`src/rtl/crop_window_tx_pkg.sv`:
```
// Shared definitions for the crop window transmitter.
// Holds the FSM state encodings and the helper that sizes coordinate and
// window-size fields so that a full-width window (size == image dimension)
// can be represented.
package crop_window_tx_pkg;

  // FSM state encodings; the values are fixed so that legacy tooling that
  // probes the state register keeps decoding it the same way.
  localparam logic [1:0] ST_IDLE  = 2'd0;
  localparam logic [1:0] ST_RUN   = 2'd1;
  localparam logic [1:0] ST_DRAIN = 2'd2;

  // Number of bits needed to hold any value in 0..n (inclusive), so a
  // window width equal to the image width still fits.
  function automatic int coordWidth(input int n);
    return $clog2(n + 1);
  endfunction

endpackage

```
`src/rtl/crop_window_tx_if.sv`:
```
// Pixel stream bundle for the crop window transmitter.
// Carries both the raster input channel and the cropped output channel.
//   in_data/in_valid   -> engine     input pixel and its valid
//   in_ready           <- engine     engine accepts the input pixel
//   out_data/out_valid <- engine     cropped pixel (registered) and its valid
//   out_last           <- engine     marks the final pixel of the window
//   out_ready          -> engine     downstream (FIFO) accepts the output pixel
// The master modport is the engine's view; slave is the surrounding logic.
interface crop_window_tx_if #(
  parameter int DATA_WIDTH = 12
);

  logic [DATA_WIDTH-1:0] in_data;
  logic                  in_valid;
  logic                  in_ready;
  logic [DATA_WIDTH-1:0] out_data;
  logic                  out_valid;
  logic                  out_ready;
  logic                  out_last;

  modport master (
    input  in_data, in_valid, out_ready,
    output in_ready, out_data, out_valid, out_last
  );

  modport slave (
    output in_data, in_valid, out_ready,
    input  in_ready, out_data, out_valid, out_last
  );

endinterface

```
`src/rtl/crop_window_tx_stream_out_reg.sv`:
```
// Single-entry ready/valid output register carrying a data word and a
// last flag.
//   clk, reset  clock and synchronous active-high reset
//   load_i      capture data_i/last_i this cycle (caller guarantees room)
//   data_i      word to capture
//   last_i      last flag to capture
//   ready_i     downstream accepts the held word
//   valid_o     register holds a word
//   data_o      held word, stable while stalled
//   last_o      held last flag, stable while stalled
module crop_window_tx_stream_out_reg #(
  parameter int DATA_WIDTH = 12
) (
  input  logic                  clk,
  input  logic                  reset,
  input  logic                  load_i,
  input  logic [DATA_WIDTH-1:0] data_i,
  input  logic                  last_i,
  input  logic                  ready_i,
  output logic                  valid_o,
  output logic [DATA_WIDTH-1:0] data_o,
  output logic                  last_o
);

  logic                  valid_q;
  logic [DATA_WIDTH-1:0] data_q;
  logic                  last_q;

  // A load always wins over an unload, so a simultaneous hand-off and
  // refill keeps valid high and sustains one word per clock. Data and last
  // only change on a load, which keeps them stable while stalled.
  always_ff @(posedge clk) begin
    if (reset) begin
      valid_q <= 1'b0;
      data_q  <= '0;
      last_q  <= 1'b0;
    end else if (load_i) begin
      valid_q <= 1'b1;
      data_q  <= data_i;
      last_q  <= last_i;
    end else if (valid_q && ready_i) begin
      valid_q <= 1'b0;
    end
  end

  assign valid_o = valid_q;
  assign data_o  = data_q;
  assign last_o  = last_q;

endmodule

```
`src/rtl/crop_window_tx.sv`:
```
// Streaming crop engine / transmitter.
// Accepts one raster-order frame of IMG_W x IMG_H pixels and forwards only
// the pixels inside a runtime window, honouring downstream back-pressure.
//   clk, reset  clock and synchronous active-high reset
//   start       one-cycle pulse: sample cfg_* and begin a frame (IDLE only)
//   cfg_x0/y0   window top-left corner
//   cfg_w/h     window size in pixels / rows
//   cfg_err     one-cycle pulse: start rejected because the window is bad
//   busy        high while a frame is being consumed or drained
//   done        one-cycle pulse: frame consumed and final pixel handed off
//   stream      pixel stream bundle (input and cropped output channels)
module crop_window_tx
  import crop_window_tx_pkg::*;
#(
  parameter  int DATA_WIDTH = 12,
  parameter  int IMG_W      = 20,
  parameter  int IMG_H      = 20,
  localparam int XW         = coordWidth(IMG_W),
  localparam int YW         = coordWidth(IMG_H)
) (
  input  logic                   clk,
  input  logic                   reset,
  input  logic                   start,
  input  logic [XW-1:0]          cfg_x0,
  input  logic [YW-1:0]          cfg_y0,
  input  logic [XW-1:0]          cfg_w,
  input  logic [YW-1:0]          cfg_h,
  output logic                   cfg_err,
  output logic                   busy,
  output logic                   done,
  crop_window_tx_if.master       stream
);

  localparam logic [XW:0]   IMG_W_EXT = (XW+1)'(IMG_W);
  localparam logic [YW:0]   IMG_H_EXT = (YW+1)'(IMG_H);
  localparam logic [XW-1:0] COL_MAX   = XW'(IMG_W - 1);
  localparam logic [YW-1:0] ROW_MAX   = YW'(IMG_H - 1);

  logic [1:0]    state_q, state_d;
  logic [XW-1:0] x0_q, x0_d, w_q, w_d, col_q, col_d;
  logic [YW-1:0] y0_q, y0_d, h_q, h_d, row_q, row_d;
  logic          cfgErr_q, cfgErr_d;
  logic          done_q, done_d;

  logic [XW:0]   cfgXEnd, winXEnd, colExt;
  logic [YW:0]   cfgYEnd, winYEnd, rowExt;
  logic          cfgOk;
  logic          keep;
  logic          lastKept;
  logic          endOfFrame;
  logic          outFree;
  logic          inReady;
  logic          accept;
  logic          load;
  logic          startOk;

  // Window checks use one extra bit so that x0+w cannot wrap and a window
  // ending exactly on the image edge is still accepted.
  assign cfgXEnd = {1'b0, cfg_x0} + {1'b0, cfg_w};
  assign cfgYEnd = {1'b0, cfg_y0} + {1'b0, cfg_h};
  assign cfgOk   = (cfg_w != '0) && (cfg_h != '0) &&
                   (cfgXEnd <= IMG_W_EXT) && (cfgYEnd <= IMG_H_EXT);

  // Window membership of the pixel currently offered, against the latched
  // configuration so mid-frame cfg_* changes have no effect.
  assign winXEnd  = {1'b0, x0_q} + {1'b0, w_q};
  assign winYEnd  = {1'b0, y0_q} + {1'b0, h_q};
  assign colExt   = {1'b0, col_q};
  assign rowExt   = {1'b0, row_q};
  assign keep     = (colExt >= {1'b0, x0_q}) && (colExt < winXEnd) &&
                    (rowExt >= {1'b0, y0_q}) && (rowExt < winYEnd);
  assign lastKept = (colExt == winXEnd - 1'b1) && (rowExt == winYEnd - 1'b1);

  assign endOfFrame = (col_q == COL_MAX) && (row_q == ROW_MAX);

  // Dropped pixels never wait for the output register; kept pixels need
  // the register empty or being emptied this cycle.
  assign outFree = !stream.out_valid || stream.out_ready;
  assign inReady = (state_q == ST_RUN) && (!keep || outFree);
  assign accept  = stream.in_valid && inReady;
  assign load    = accept && keep;
  assign startOk = (state_q == ST_IDLE) && start && cfgOk;

  // Frame sequencing: IDLE waits for a valid start, RUN consumes the frame,
  // DRAIN waits for the output register to hand off its final pixel.
  always_comb begin
    state_d  = state_q;
    cfgErr_d = 1'b0;
    done_d   = 1'b0;
    case (state_q)
      ST_IDLE: begin
        if (start) begin
          if (cfgOk) state_d = ST_RUN;
          else       cfgErr_d = 1'b1;
        end
      end
      ST_RUN: begin
        if (accept && endOfFrame) state_d = ST_DRAIN;
      end
      ST_DRAIN: begin
        if (outFree) begin
          state_d = ST_IDLE;
          done_d  = 1'b1;
        end
      end
      default: state_d = ST_IDLE;
    endcase
  end

  // Shadow configuration and raster position; the counters restart on a
  // frame start and advance once per accepted pixel, wrapping per row.
  always_comb begin
    x0_d  = x0_q;
    y0_d  = y0_q;
    w_d   = w_q;
    h_d   = h_q;
    col_d = col_q;
    row_d = row_q;
    if (startOk) begin
      x0_d  = cfg_x0;
      y0_d  = cfg_y0;
      w_d   = cfg_w;
      h_d   = cfg_h;
      col_d = '0;
      row_d = '0;
    end else if (accept) begin
      if (col_q == COL_MAX) begin
        col_d = '0;
        row_d = endOfFrame ? '0 : row_q + 1'b1;
      end else begin
        col_d = col_q + 1'b1;
      end
    end
  end

  // All control state, cleared by reset so an interrupted frame is simply
  // abandoned without a done pulse.
  always_ff @(posedge clk) begin
    if (reset) begin
      state_q  <= ST_IDLE;
      x0_q     <= '0;
      y0_q     <= '0;
      w_q      <= '0;
      h_q      <= '0;
      col_q    <= '0;
      row_q    <= '0;
      cfgErr_q <= 1'b0;
      done_q   <= 1'b0;
    end else begin
      state_q  <= state_d;
      x0_q     <= x0_d;
      y0_q     <= y0_d;
      w_q      <= w_d;
      h_q      <= h_d;
      col_q    <= col_d;
      row_q    <= row_d;
      cfgErr_q <= cfgErr_d;
      done_q   <= done_d;
    end
  end

  crop_window_tx_stream_out_reg #(
    .DATA_WIDTH (DATA_WIDTH)
  ) u_outReg (
    .clk     (clk),
    .reset   (reset),
    .load_i  (load),
    .data_i  (stream.in_data),
    .last_i  (lastKept),
    .ready_i (stream.out_ready),
    .valid_o (stream.out_valid),
    .data_o  (stream.out_data),
    .last_o  (stream.out_last)
  );

  assign stream.in_ready = inReady;
  assign cfg_err         = cfgErr_q;
  assign done            = done_q;
  assign busy            = (state_q == ST_RUN) || (state_q == ST_DRAIN);

endmodule

```
`src/flat_wrapper.sv`:
```
// flat-port wrapper written by rule: the top's interface ports become plain ports
module crop_window_tx_flat import crop_window_tx_pkg::*;
#(
  parameter  int DATA_WIDTH = 12,
  parameter  int IMG_W      = 20,
  parameter  int IMG_H      = 20,
  localparam int XW         = coordWidth(IMG_W),
  localparam int YW         = coordWidth(IMG_H)
)
  (clk, reset, start, cfg_x0, cfg_y0, cfg_w, cfg_h, cfg_err, busy, done, stream_in_data, stream_in_valid, stream_out_ready, stream_in_ready, stream_out_data, stream_out_valid, stream_out_last);
  crop_window_tx_if #(.DATA_WIDTH(DATA_WIDTH)) stream_i ();
  input  logic clk;
  input  logic reset;
  input  logic start;
  input  logic [XW-1:0] cfg_x0;
  input  logic [YW-1:0] cfg_y0;
  input  logic [XW-1:0] cfg_w;
  input  logic [YW-1:0] cfg_h;
  output logic cfg_err;
  output logic busy;
  output logic done;
  input wire logic [$bits(stream_i.in_data)-1:0] stream_in_data;
  input wire logic [$bits(stream_i.in_valid)-1:0] stream_in_valid;
  input wire logic [$bits(stream_i.out_ready)-1:0] stream_out_ready;
  output wire logic [$bits(stream_i.in_ready)-1:0] stream_in_ready;
  output wire logic [$bits(stream_i.out_data)-1:0] stream_out_data;
  output wire logic [$bits(stream_i.out_valid)-1:0] stream_out_valid;
  output wire logic [$bits(stream_i.out_last)-1:0] stream_out_last;
  assign stream_i.in_data = stream_in_data;
  assign stream_i.in_valid = stream_in_valid;
  assign stream_i.out_ready = stream_out_ready;
  assign stream_in_ready = stream_i.in_ready;
  assign stream_out_data = stream_i.out_data;
  assign stream_out_valid = stream_i.out_valid;
  assign stream_out_last = stream_i.out_last;
  crop_window_tx #(.DATA_WIDTH(DATA_WIDTH), .IMG_W(IMG_W), .IMG_H(IMG_H)) u_core (.clk(clk), .reset(reset), .start(start), .cfg_x0(cfg_x0), .cfg_y0(cfg_y0), .cfg_w(cfg_w), .cfg_h(cfg_h), .cfg_err(cfg_err), .busy(busy), .done(done), .stream(stream_i));
endmodule
```
`config.mk`:
```
export PLATFORM = sky130hd
export DESIGN_NAME = crop_window_tx_flat
export DESIGN_NICKNAME = d
export VERILOG_FILES = /design/src/rtl/crop_window_tx_pkg.sv /design/src/rtl/crop_window_tx_if.sv /design/src/rtl/crop_window_tx_stream_out_reg.sv /design/src/rtl/crop_window_tx.sv /design/src/flat_wrapper.sv
export SDC_FILE = /design/constraint.sdc
export NUM_CORES = 1
export LEC_CHECK = 0
export ABC_AREA = 0
export ABC_CLOCK_PERIOD_IN_PS = 3700
export CAP_MARGIN = 20
export CORE_MARGIN = 4
export CORE_UTILIZATION = 49
export DETAILED_ROUTE_END_ITERATION = 6
export PLACE_DENSITY = 0.86
export SLEW_MARGIN = 20
export SYNTH_ARGS = -nofsm -noshare
export SYNTH_HDL_FRONTEND = slang
export SYNTH_SLANG_ARGS = --single-unit
```
`constraint.sdc`:
```
create_clock -name clk -period 3.7 [get_ports clk]
set_input_delay 0.74 -clock clk [delete_from_list [all_inputs] [get_ports clk]]
set_output_delay 0.74 -clock clk [all_outputs]
set_load 0.005 [all_outputs]
```
# After elaboration in Yosys (flattened, before gate mapping)
# Index checks and enable logic that the tools add are counted.
[word_totals]
inputBits = 37
ff_bits = 48
output_inout_bits = 18
word_cells = 79
[classes]
n_addsub = 8
reduce_logical = 29
order_cmp = 6
eq_ne = 10
n_bitwise = 3
muxes = 11
[ops]
columns = ["op", "count"]
rows = [
  ["adder 5 x 5 -> 6 bit", 4],
  ["logical AND 1 bit", 15],
  ["== test 5 x 6 -> 1 bit", 2],
  ["less-or-equal comparator 6 x 5 -> 1 bit (second input constant)", 2],
  ["less-than comparator 5 x 6 -> 1 bit", 2],
  ["subtractor 6 x 1 -> 6 bit (second input constant)", 2],
  ["adder 5 x 1 -> 5 bit (second input constant)", 2],
  ["== test 5 bit (second input constant)", 2],
  ["greater-or-equal comparator 5 bit", 2],
  ["two-way mux 5 bit", 2],
  ["nonzero test 5 bit", 2],
  ["two-way mux 2 bit", 4],
  ["case mux 2 bit (3 select lines)", 1],
  ["two-way mux 1 bit", 4],
  ["inequality test 2 x 1 -> 1 bit (second input constant)", 2],
  ["inequality test 2 bit (second input constant)", 2],
  ["AND reduction 4 bit", 1],
  ["OR reduction 2 bit", 2],
  ["logical OR 1 bit", 3],
  ["NOT 1 bit", 3],
  ["OR reduction 3 bit", 1],
  ["== test 2 x 1 -> 1 bit (second input constant)", 1],
  ["== test 2 bit (second input constant)", 1],
  ["logical NOT 1 bit", 2],
  ["3 further kinds", 3],
]

# Longest topological paths before layout
[depth]
word_depth = 12
ltp_mapped = 15
ltp_nobuf = 13

# By module
# From an unflattened synthesis, not the netlist that was laid out.
[unflattened]
hier_cells = 426
hier_area_um2 = 3698.5
[modules_own_cells]
columns = ["module", "cells_per_inst", "instances", "seq_area_each_um2", "area_per_inst_um2"]
rows = [
  ["crop_window_tx", 380, 1, 680.7, 3188.1],
  ["crop_window_tx_stream_out_reg", 46, 1, 280.3, 510.5],
]

# Least setup slack after synthesis
# No wires, ideal clock.
[synth_path]
kind = "flip-flop to output port"
from = "reg u_core.x0_q[0]"
to = "out stream_in_ready"
arrival_time_ns = 3.061
required_ns = 2.960
stages_incl_launch_ff = 14
path_slack_ns = -0.101
n_path_buf = 2
cell_sequence = "dfxtp_1 -> ha_1 -> inv_1 -> fa_1 -> xor2_1 -> ha_1 -> a21oi_1 -> a21boi_0 -> o31a_1 -> maj3_2 -> a211oi_1 -> buf_2 -> buf_2 -> nor2_1"
[synth_via]
elab_chain_len = 8
word_cells_on_any_way = 9
classes_between = "add/sub (1); order compare (2); reduce/logical (6)"
[synth_rtl]
columns = ["element", "line_no", "text"]
rows = [
  ["from (decl)", "crop_window_tx.sv:40", "logic [XW-1:0] x0_q, x0_d, w_q, w_d, col_q, col_d;"],
  ["from (signal assigned)", "crop_window_tx.sv:141", "x0_q <= '0;"],
  ["from (signal assigned)", "crop_window_tx.sv:151", "x0_q <= x0_d;"],
  ["adder 5 x 5 -> 6 bit", "crop_window_tx.sv:66", "assign winXEnd = {1'b0, x0_q} + {1'b0, w_q};"],
  ["less-than comparator 5 x 6 -> 1 bit", "crop_window_tx.sv:70", "assign keep = (colExt >= {1'b0, x0_q}) && (colExt < winXEnd) &&"],
  ["logical AND 1 bit (*) (2 in series)", "crop_window_tx.sv:70", ""],
  ["logical AND 1 bit (*)", "crop_window_tx.sv:71", "(rowExt >= {1'b0, y0_q}) && (rowExt < winYEnd);"],
  ["logical NOT 1 bit (*)", "crop_window_tx.sv:79", "assign inReady = (state_q == ST_RUN) && (!keep || outFree);"],
  ["logical OR 1 bit (*)", "crop_window_tx.sv:79", ""],
  ["logical AND 1 bit (*)", "crop_window_tx.sv:79", ""],
  ["to (decl)", "flat_wrapper.sv:25", "output wire logic [$bits(stream_i.in_ready)-1:0] stream_in_ready;"],
]
# Every way passes the cells marked *; elsewhere a longest branch is shown, timed or not.

# Worst setup path in the final report
# Same ends and word-level chain as after synthesis.

==> run summary <==
Worst-path clk slew -> 0.09 ns
Horiz. Die Dim -> 93.2 µm
Total nets after synthesis -> 495
Syn Area/Cell -> 8.71 µm²
WP buf/inv -> 2
LEAKAGE -> 1.75 nW
Switching power total -> 0.499 mW
Reg-to-Reg Start -> u_core.x0_q[0]
Slew HR -> 51.2%
Routed len/inst -> 15.2 µm
Status -> complete, no violations
Setup TNS -> 0 ns
# diodes -> 0
Number of global-route vias before repair -> 3333
Start point of the critical path -> u_core.x0_q[0]
Area leader, netlist -> dfxtp_1
Synth top cells by count -> 48 x dfxtp_1, 48 x nor2_1, 46 x ha_1
Post-route ant nets -> 0
Peak VDD IR -> 0.166 mV
Worst setup margin -> 0.00264 ns
Crit path max-delay cell type -> dfxtp_2
Row cnt -> 30
WS Path Type -> reg -> out
Clock Latency Late Sink -> 0.32 ns
Setup repair after global routing missed its margin -> yes
Top cells by area, synth -> dfxtp_1 27%, ha_1 16%, mux2i_1 10%
DP Area -> 4330 µm²
HP Start -> u_core.col_q[0]
GRT busiest layer -> met2
Final instance area -> 4510 µm²
Top cell type's share of synthesized area -> 27.0%
Sw frac -> 33.4%
WL final -> 8.74 mm
Comb pwr share -> 35.4%
GR Util met3 -> 4.34%
Post-synth EDFFs -> 0
Top Family by Delay on Critical Path -> adder cells
Hpwl dp -> 6.87 mm
Crit path capture type -> output pin
Drt initial violations -> 115
Tmin final -> 3.70 ns
Max frequency -> 270 MHz
DR vias -> 3239
CTS Sinks -> 48
Global route overflow -> 0
Register area share after synthesis -> 27.0%
Nets -> 566
Pwr dens -> 332 nW/µm²
R2R setup slack -> 0.34 ns
Global routing usage on met2 -> 38.5%
Clock Tree Buf Depth -> 2
Dpl ws -> -0.231 ns
Max_cap viols -> 0
Number of DRC violations after detailed routing -> 0
Post-synth cell types -> 57
CP required -> 2.96 ns
CTS tree -> done
Layout area overhead -> 26.9%
Final Hold Fails -> 0
Tot Pwr -> 1.50 mW
Initial antenna violation count -> 0
IO Pins -> 55
Drt pass-1 iters -> 4
Worst-margin pin slew -> 0.722 ns
I/O Buffers -> 54
Max-slew violation count -> 0
Internal power -> 0.997 mW
H-tree depth -> 2
GRT Util Overall -> 20.8%
CTS Buf Count -> 5
Synth Flop Type -> dfxtp_1
Root buf cell -> clkbuf_8
Die footprint -> 8680 µm²
Fraction of layout cells with a size suffix above 1 -> 10.6%
Yosys warns -> 0
Gate count of the mapped netlist -> 408
Vias/cell -> 5.62
Placer Congestion -> 0.891
Clock Skews -> 0.0109 ns
Period utilization -> 99.9%
Largest fanout on the critical path -> 2
CP Cell Sequence -> ha_4, inv_2, fa_2, xor2_2, ha_1, a21oi_2, a21boi_2, o31a_1, maj3_2, a211oi_2, nor2_1, buf_2
Register bit total from synthesis -> 48
Placeable core area -> 6910 µm²
Largest net degree at the start of global routing -> 31
HP Class -> reg -> reg
Met1 GRT Util -> 24.5%
Initial Util -> 51.5%
First-pass GRT wire length -> 14.8 mm
Clock network fraction of design power -> 27.4%
Cell Area, Synth -> 3550 µm²
Critical Path AT -> 2.96 ns
Final setup fails -> 0
CP peak stage delay -> 0.37 ns
Async S/R FF share, synth -> 0%
Chip height -> 93.2 µm
Reg power frac -> 37.3%
Setup crit start kind -> flop
flip-flops by register name (all words and copies together) (netlist names), 2 cells and up:
signal / flops
u_core.u_outReg.data_o: 12
u_core.col_q: 5
u_core.h_q: 5
u_core.row_q: 5
u_core.w_q: 5
u_core.x0_q: 5
u_core.y0_q: 5
u_core.state_q: 2
layout make-up:
class                           count  area, µm²
Multi-Input combinational cell    319       2470
Fill cell                         597       2390
Sequential cell                    48        966
Timing Repair Buffer               77        733
Tap cell                           96        120
Inverter                           28        105
Clock buffer                        5       68.8
Clock inverter                      3       47.5
cell families (layout without fill, tap and decap cells):
kind of cell	after synthesis	in the layout	share of synthesized area, %
XOR/XNOR	18	18	4.44
AND/OR/NAND/NOR	128	128	18.2
flip-flops	48	48	27.0
buffers and inverters	41	113	4.79
AO/OA/AOI/OAI	86	86	16.6
multiplexers	36	36	10.1
adder cells (fa/ha/maj)	51	51	18.8
power groups by stage:
stage / logic, mW / registers [mW] / clock network, mW
after floorplan: 0.335 / 0.565 / 0
after global placement: 0.493 / 0.567 / 0
after detailed placement: 0.518 / 0.569 / 0
after CTS: 0.522 / 0.557 / 0.412
after global routing: 0.585 / 0.561 / 0.433
final: 0.529 / 0.557 / 0.410
cells in the final DEF, fill, tap and decap left out, types with 4 or more instances in the layout:
cell	count
ha_1	45
mux2i_1	36
a21oi_1	26
nor2b_1	8
buf_4	21
or4_1	7
o31ai_1	7
nor2_1	48
inv_1	27
clkdlybuf4s50_1	53
a31oi_1	4
or3_1	4
nand2_1	20
nand2b_1	9
nor3b_1	4
nand4_1	4
xnor2_1	11
o21ai_0	10
and3_1	4
xor2_1	6
nand3_1	7
dfxtp_2	4
a21o_1	5
dfxtp_1	44
clkbuf_8	5
worst register-to-register path: stages (launching register included):
cell and delay [ns]:
dfxtp_2 0.37, ha_4 0.15, inv_2 0.04, fa_2 0.35, xor2_2 0.17, ha_1 0.32, a21oi_2 0.18, a21boi_2 0.07
o31a_1 0.24, maj3_2 0.32, buf_4 0.16, a2111oi_4 0.41, buf_12 0.21, mux2i_1 0.23, nor2_1 0.05
layer usage:
metal | up-vias | share of wire, %
met3 | 10 | 6.4
met4 | 0 | 0.97
met1 | 1534 | 42
li1 | 1606 | -
met5 | - | 0
met2 | 89 | 50
what timing repair did:
| action | CTS | global route |
|---|---|---|
| pin swaps | 11 | 6 |
| setup endpoints to repair | 1 | 1 |
| hold buffers | 0 | 0 |
| setup buffers | 4 | 0 |
| resized for setup | 12 | 6 |
| gates cloned | 0 | 0 |
final timing paths:
| kind | to | depth (start not counted) |
|---|---|---|
| worst min-delay path | u_core.col_q[0] | 2 |
| worst max-delay path | stream_in_ready | 12 |
| worst max register to register | u_core.u_outReg.data_o[6] | 14 |
| worst min register to register | u_core.col_q[0] | 2 |
metrics by stage:
stage	hold WS, ns	cells	util, %
2_1_floorplan	0.452	408	-
3_3_place_gp	0.464	564	62.7
3_5_place_dp	0.485	564	62.7
4_1_cts	0.497	576	65.1
5_1_grt	0.532	576	65.3
6_report	0.491	576	65.3
No activity file was read; power rests on OpenSTA's default activity.
